--- config.mk ---
export PLATFORM = sky130hd
export DESIGN_NAME = fifo_sync_prog_flat
export DESIGN_NICKNAME = d
export VERILOG_FILES = /design/src/rtl/fifo_sync_prog_if.sv /design/src/rtl/fifo_sync_prog.sv /design/src/flat_wrapper.sv
export SDC_FILE = /design/constraint.sdc
export NUM_CORES = 1
export LEC_CHECK = 0
export ABC_AREA = 1
export ABC_CLOCK_PERIOD_IN_PS = 2910
export BUFFER_PORTS_ARGS = -buffer_cell sky130_fd_sc_hd__buf_2
export CAP_MARGIN = 0
export CORE_ASPECT_RATIO = 1.5
export CORE_MARGIN = 2
export CORE_UTILIZATION = 62
export CTS_BUF_LIST = sky130_fd_sc_hd__clkbuf_4
export DETAILED_ROUTE_END_ITERATION = 7
export PLACE_DENSITY = 0.8
export SETUP_SLACK_MARGIN = 0.1
export SLEW_MARGIN = 20
export SYNTH_ARGS = -nofsm -noshare
export SYNTH_HDL_FRONTEND = slang
export SYNTH_SLANG_ARGS = --single-unit
--- constraint.sdc ---
create_clock -name clk -period 2.91 [get_ports clk]
set_clock_uncertainty 0.2 [all_clocks]
set_input_delay 0.7275 -clock clk [delete_from_list [all_inputs] [get_ports clk]]
set_output_delay 0.7275 -clock clk [all_outputs]
set_load 0.05 [all_outputs]
--- src/rtl/fifo_sync_prog_if.sv ---
// Handshake and status bundle for fifo_sync_prog.
// The FIFO takes the slave modport and the producer/consumer side takes master.
interface fifo_sync_prog_if #(
    parameter int unsigned WIDTH = 8,
    parameter int unsigned DEPTH = 16
);
    localparam int unsigned ADDR = $clog2(DEPTH);

    logic [WIDTH-1:0] data_in;
    logic             wr_en;
    logic             rd_en;
    logic             err_clr;
    logic [WIDTH-1:0] data_out;
    logic             data_valid;
    logic             full;
    logic             empty;
    logic             almost_full;
    logic             almost_empty;
    logic [ADDR:0]    count;
    logic             overflow;
    logic             underflow;

    modport master (
        output data_in, wr_en, rd_en, err_clr,
        input  data_out, data_valid, full, empty, almost_full, almost_empty,
               count, overflow, underflow
    );

    modport slave (
        input  data_in, wr_en, rd_en, err_clr,
        output data_out, data_valid, full, empty, almost_full, almost_empty,
               count, overflow, underflow
    );
endinterface

--- src/rtl/fifo_sync_prog.sv ---
// Synchronous FIFO with programmable almost flags and sticky error flags.
// Define FIFO_FWFT_EN for first-word-fall-through output; default is registered read data.
module fifo_sync_prog #(
    parameter int unsigned WIDTH     = 8,
    parameter int unsigned DEPTH     = 16,
    parameter int unsigned AF_THRESH = 14,
    parameter int unsigned AE_THRESH = 2
) (
    input  logic                  clk,
    input  logic                  rst,
    fifo_sync_prog_if.slave       bus
);
    localparam int unsigned ADDR = $clog2(DEPTH);
    localparam logic [ADDR:0] AF_LVL = AF_THRESH[ADDR:0];
    localparam logic [ADDR:0] AE_LVL = AE_THRESH[ADDR:0];

    logic [WIDTH-1:0] mem [DEPTH];

    logic [ADDR:0] wr_ptr_q, wr_ptr_d;
    logic [ADDR:0] rd_ptr_q, rd_ptr_d;
    logic [ADDR:0] count_q, count_d;
    logic          overflow_q, overflow_d;
    logic          underflow_q, underflow_d;
    logic          full, empty;
    logic          wr_acc, rd_acc;

    // Wrap bit distinguishes full from empty when the low address bits match.
    assign full  = (wr_ptr_q[ADDR] != rd_ptr_q[ADDR]) &&
                   (wr_ptr_q[ADDR-1:0] == rd_ptr_q[ADDR-1:0]);
    assign empty = (wr_ptr_q == rd_ptr_q);

    assign rd_acc = bus.rd_en && !empty;
    assign wr_acc = bus.wr_en && (!full || rd_acc);

    always_comb begin
        wr_ptr_d    = wr_ptr_q;
        rd_ptr_d    = rd_ptr_q;
        count_d     = count_q;
        if (wr_acc) wr_ptr_d = wr_ptr_q + 1'b1;
        if (rd_acc) rd_ptr_d = rd_ptr_q + 1'b1;
        unique case ({wr_acc, rd_acc})
            2'b10:   count_d = count_q + 1'b1;
            2'b01:   count_d = count_q - 1'b1;
            default: count_d = count_q;
        endcase
        // A new error in the same cycle as err_clr wins.
        overflow_d  = (bus.wr_en && !wr_acc) || (overflow_q && !bus.err_clr);
        underflow_d = (bus.rd_en && !rd_acc) || (underflow_q && !bus.err_clr);
    end

    always_ff @(posedge clk or posedge rst) begin
        if (rst) begin
            wr_ptr_q    <= '0;
            rd_ptr_q    <= '0;
            count_q     <= '0;
            overflow_q  <= 1'b0;
            underflow_q <= 1'b0;
        end else begin
            wr_ptr_q    <= wr_ptr_d;
            rd_ptr_q    <= rd_ptr_d;
            count_q     <= count_d;
            overflow_q  <= overflow_d;
            underflow_q <= underflow_d;
        end
    end

    always_ff @(posedge clk) begin
        if (wr_acc) mem[wr_ptr_q[ADDR-1:0]] <= bus.data_in;
    end

`ifdef FIFO_FWFT_EN
    // Gate on empty so a reset or drained FIFO presents zero rather than stale memory.
    assign bus.data_out   = empty ? '0 : mem[rd_ptr_q[ADDR-1:0]];
    assign bus.data_valid = !empty;
`else
    logic [WIDTH-1:0] data_out_q;
    logic             data_valid_q;

    always_ff @(posedge clk or posedge rst) begin
        if (rst) begin
            data_out_q   <= '0;
            data_valid_q <= 1'b0;
        end else begin
            if (rd_acc) data_out_q <= mem[rd_ptr_q[ADDR-1:0]];
            data_valid_q <= rd_acc;
        end
    end

    assign bus.data_out   = data_out_q;
    assign bus.data_valid = data_valid_q;
`endif

    assign bus.full         = full;
    assign bus.empty        = empty;
    assign bus.almost_full  = (count_q >= AF_LVL);
    assign bus.almost_empty = (count_q <= AE_LVL);
    assign bus.count        = count_q;
    assign bus.overflow     = overflow_q;
    assign bus.underflow    = underflow_q;
endmodule

--- src/flat_wrapper.sv ---
// flat-port wrapper written by rule: the top's interface ports become plain ports
module fifo_sync_prog_flat 
#(
    parameter int unsigned WIDTH     = 8,
    parameter int unsigned DEPTH     = 16,
    parameter int unsigned AF_THRESH = 14,
    parameter int unsigned AE_THRESH = 2
)
  (clk, rst, bus_data_in, bus_wr_en, bus_rd_en, bus_err_clr, bus_data_out, bus_data_valid, bus_full, bus_empty, bus_almost_full, bus_almost_empty, bus_count, bus_overflow, bus_underflow);
  fifo_sync_prog_if #(.WIDTH(WIDTH), .DEPTH(DEPTH)) bus_i ();
  input  logic clk;
  input  logic rst;
  input wire logic [$bits(bus_i.data_in)-1:0] bus_data_in;
  input wire logic [$bits(bus_i.wr_en)-1:0] bus_wr_en;
  input wire logic [$bits(bus_i.rd_en)-1:0] bus_rd_en;
  input wire logic [$bits(bus_i.err_clr)-1:0] bus_err_clr;
  output wire logic [$bits(bus_i.data_out)-1:0] bus_data_out;
  output wire logic [$bits(bus_i.data_valid)-1:0] bus_data_valid;
  output wire logic [$bits(bus_i.full)-1:0] bus_full;
  output wire logic [$bits(bus_i.empty)-1:0] bus_empty;
  output wire logic [$bits(bus_i.almost_full)-1:0] bus_almost_full;
  output wire logic [$bits(bus_i.almost_empty)-1:0] bus_almost_empty;
  output wire logic [$bits(bus_i.count)-1:0] bus_count;
  output wire logic [$bits(bus_i.overflow)-1:0] bus_overflow;
  output wire logic [$bits(bus_i.underflow)-1:0] bus_underflow;
  assign bus_i.data_in = bus_data_in;
  assign bus_i.wr_en = bus_wr_en;
  assign bus_i.rd_en = bus_rd_en;
  assign bus_i.err_clr = bus_err_clr;
  assign bus_data_out = bus_i.data_out;
  assign bus_data_valid = bus_i.data_valid;
  assign bus_full = bus_i.full;
  assign bus_empty = bus_i.empty;
  assign bus_almost_full = bus_i.almost_full;
  assign bus_almost_empty = bus_i.almost_empty;
  assign bus_count = bus_i.count;
  assign bus_overflow = bus_i.overflow;
  assign bus_underflow = bus_i.underflow;
  fifo_sync_prog #(.WIDTH(WIDTH), .DEPTH(DEPTH), .AF_THRESH(AF_THRESH), .AE_THRESH(AE_THRESH)) u_core (.clk(clk), .rst(rst), .bus(bus_i));
endmodule
==> results.py <==
metrics = {
    "placed_design": {
        "port_buffers": 32,
        "place_congestion": 0.844,
        "dpl.hpwl_um": 9910,
        "dp.cells": 909,
    },
    "critical_path": {
        "r2r_cells": 14,
        "critPathMaxFanout": 7,
        "rrSetupSlack_ns": 0.33,
        "critical_path_class": "flip-flop to output port",
        "reg2reg_to": "u_core.bus.count[3]",
        "cp-start-kind": "flip-flop",
        "end_kind": "output port",
        "crit_required_ns": 1.98,
        "r2r_start": "u_core.wr_ptr_q[0]",
        "arrival_ns": 1.79,
    },
    "global_routing": {
        "antenna_found_initial": 0,
        "grt_max_degree": 66,
        "grt_usage": 0.257,
        "grt_pass1_vias": 4901,
        "grt_pass1_wl_um": 23800,
        "grt_overflow": 0,
    },
    "yosys": {
        "synth_seq_cells": 154,
        "netlist_area_um2": 7110,
        "avgSynthCellArea_um2": 9.50,
        "synthTopCellsByArea": "edfxtp_1 (54%), nand2_1 (14%), dfrtp_1 (9.1%), inv_1 (7.3%), nand3_1 (6.3%)",
        "syn_nets": 772,
        "synthArstFlopShare": 0.169,
        "synth_most_common_cell": "nand2_1",
        "synth_top_cell_by_area": "edfxtp_1",
        "synth_edf_count": 128,
        "yosys_warnings": 0,
        "yosys-top-cells-count": "nand2_1 (274), inv_1 (138), edfxtp_1 (128)",
        "yosysUniqueCellTypes": 28,
        "synth_top_area_frac": 0.540,
        "syn_inst": 749,
        "ys_seq_area_frac": 0.632,
        "ys.flop_type": "edfxtp_1",
    },
    "sta": {
        "finalMaxSlewViolations": 0,
        "max_freq_mhz": 368,
        "setup_tns_ns": 0,
        "post-route-min-period_ns": 2.72,
        "rsz0062_at_grt": "no",
        "final.period_utilization": 0.934,
        "hold_viol_final": 0,
        "setup_viol": 0,
        "tightest_slew_ns": 0.974,
        "slew_headroom": 0.347,
    },
    "floorplan": {
        "core_area_um2": 11100,
        "row_count": 47,
        "dieArea_um2": 12400,
        "io_pins": 33,
        "die_w_um": 91.5,
        "dieHeight_um": 135,
        "start_util": 0.640,
    },
    "cts": {
        "htreeDepth": 4,
        "clkSlewWorstSetupHoldPaths_ns": 0.12,
        "insertion_delay_ns": 0.54,
        "ctsRootBufferMaster": "clkbuf_4",
        "numCtsBuffers": 17,
        "cts_hold_buffers": 0,
        "cts_buffer_depth": 2,
        "cts_tree": "yes",
        "cts.sinks": 154,
    },
    "route": {
        "post_drt_wl_per_cell_um": 16.0,
        "wirelength_um": 15100,
        "viasPerCell": 5.27,
        "drtAntennaViolNets": 0,
        "firstDrtPassIters": 5,
        "num_vias": 4969,
        "route.detailed.drc": 0,
        "drtIter0Drc": 528,
    },
    "finish": {
        "n_antenna_cell": 0,
        "area_growth_pct": 8.74,
        "multiInputGateArea_um2": 1940,
        "n_fill_cell": 784,
        "regArea_um2": 4500,
        "final_util": 0.696,
        "fin_nets": 806,
        "fin_cells": 943,
        "drive_above_1_share": 0.119,
    },
    "power": {
        "ir_worst_vdd_mv": 0.798,
        "intPower_w": 0.00431,
        "leakage_nw": 3.62,
        "clkPwrFrac": 0.185,
        "power_density_nw_per_um2": 972,
        "switching_share": 0.427,
        "comb_power_share": 0.428,
        "switchingPower_w": 0.00321,
        "pwr-share-seq": 0.387,
    },
    "flow_run": {
        "maxCapViolCount": 0,
    },
    "run_status": {
        "run_status": "finished clean",
    },
    "hold_path": {
        "holdCritPathClass": "primary input to asynchronous set/reset pin",
    },
}
-- through the flow --
| stage | setup slack [ns] | power, W | hold slack (ns) | cell area, µm² |
|---|---|---|---|---|
| 2_1_floorplan | 0.159 | 0.00526 | 0.303 | 7120 |
| 3_3_place_gp | 0.339 | 0.00598 | 0.264 | 7380 |
| 3_5_place_dp | 0.217 | 0.00610 | 0.266 | 7380 |
| 4_1_cts | 0.0867 | 0.00748 | 0.132 | 7710 |
| 5_1_grt | 0.0655 | 0.00794 | 0.0898 | 7730 |
| 6_report | 0.193 | 0.00752 | 0.0659 | 7730 |
-- state kept, by name, indices dropped and copies added (netlist names) --
signal	cells
u_core.mem	128
u_core.bus.data_out	8
u_core.bus.count	5
u_core.rd_ptr_q	5
u_core.wr_ptr_q	5
u_core.bus.data_valid	1
u_core.bus.overflow	1
u_core.bus.underflow	1
-- power by group through the flow --
| stage | combinational, W | clock [W] | sequential (W) |
|---|---|---|---|
| floorplan | 0.00201 | 0 | 0.00325 |
| global placement | 0.00304 | 0 | 0.00294 |
| detailed placement | 0.00314 | 0 | 0.00296 |
| CTS | 0.00316 | 0.00141 | 0.00291 |
| global route | 0.00350 | 0.00150 | 0.00295 |
| finish | 0.00322 | 0.00139 | 0.00291 |
-- layer usage --
layer	vias to the layer above	GRT usage	part of all wire	wire [µm]
met5	-	0	0	0
li1	2414	-	-	-
met2	197	0.455	0.54	8180
met1	2326	0.296	0.37	5520
met3	32	0.0534	0.056	846
met4	0	0.123	0.035	533
-- critical path, stage by stage (launching register included) --
cell     delay (ns)
dfrtp_2        0.47
xor2_1         0.18
nor2_4         0.18
nand3_2        0.12
inv_1          0.09
buf_4          0.20
-- layout by cell type (no fill, tap or decap), types with 5 or more instances in the layout --
cell type	count
edfxtp_1	128
inv_1	137
buf_4	12
nor2_1	20
clkbuf_4	19
nand2_1	274
nand3_1	89
xor2_1	5
ha_1	8
clkinv_2	5
buf_2	30
dfrtp_1	22
xnor2_1	7
-- cells by family after synthesis --
| group | count (synthesis) | synth area share |
|---|---|---|
| AOI/OAI and AO/OA | 10 | 0.00827 |
| xor gates and xnor gates | 12 | 0.0148 |
| adders and majority gates | 10 | 0.0186 |
| buffers and inverters | 171 | 0.0964 |
| DFF | 154 | 0.632 |
| and+or+nand+nor | 392 | 0.230 |
-- worst max path at each step --
stage | startpoint | end | slack [ns] | cells after the start
6_report | u_core.wr_ptr_q[2] | bus_empty | 0.19 | 5
5_1_grt | u_core.wr_ptr_q[1] | bus_empty | 0.07 | 7
4_1_cts | u_core.wr_ptr_q[1] | bus_full | 0.09 | 7
3_5_place_dp | bus_rd_en | u_core.bus.count[3] | 0.22 | 11
3_3_place_gp | bus_rd_en | u_core.bus.count[3] | 0.34 | 11
2_1_floorplan | u_core.bus.count[0] | bus_almost_empty | 0.16 | 1
-- final cells by class --
cell class / count / share of cell area
sequential: 154 / 0.582
multi-input combinational: 424 / 0.251
inverter: 143 / 0.0694
timing repair buffer: 43 / 0.0325
tap: 147 / 0.0238
clock inverter: 13 / 0.0228
clock buffer: 19 / 0.0184
-- timing repair --
item,in CTS,in global routing
endpoints found under the hold margin,0,0
resized for setup,2,6
endpoints found under the setup margin,2,4
buffers inserted,0,2
Power figures use the tool's default switching activity.
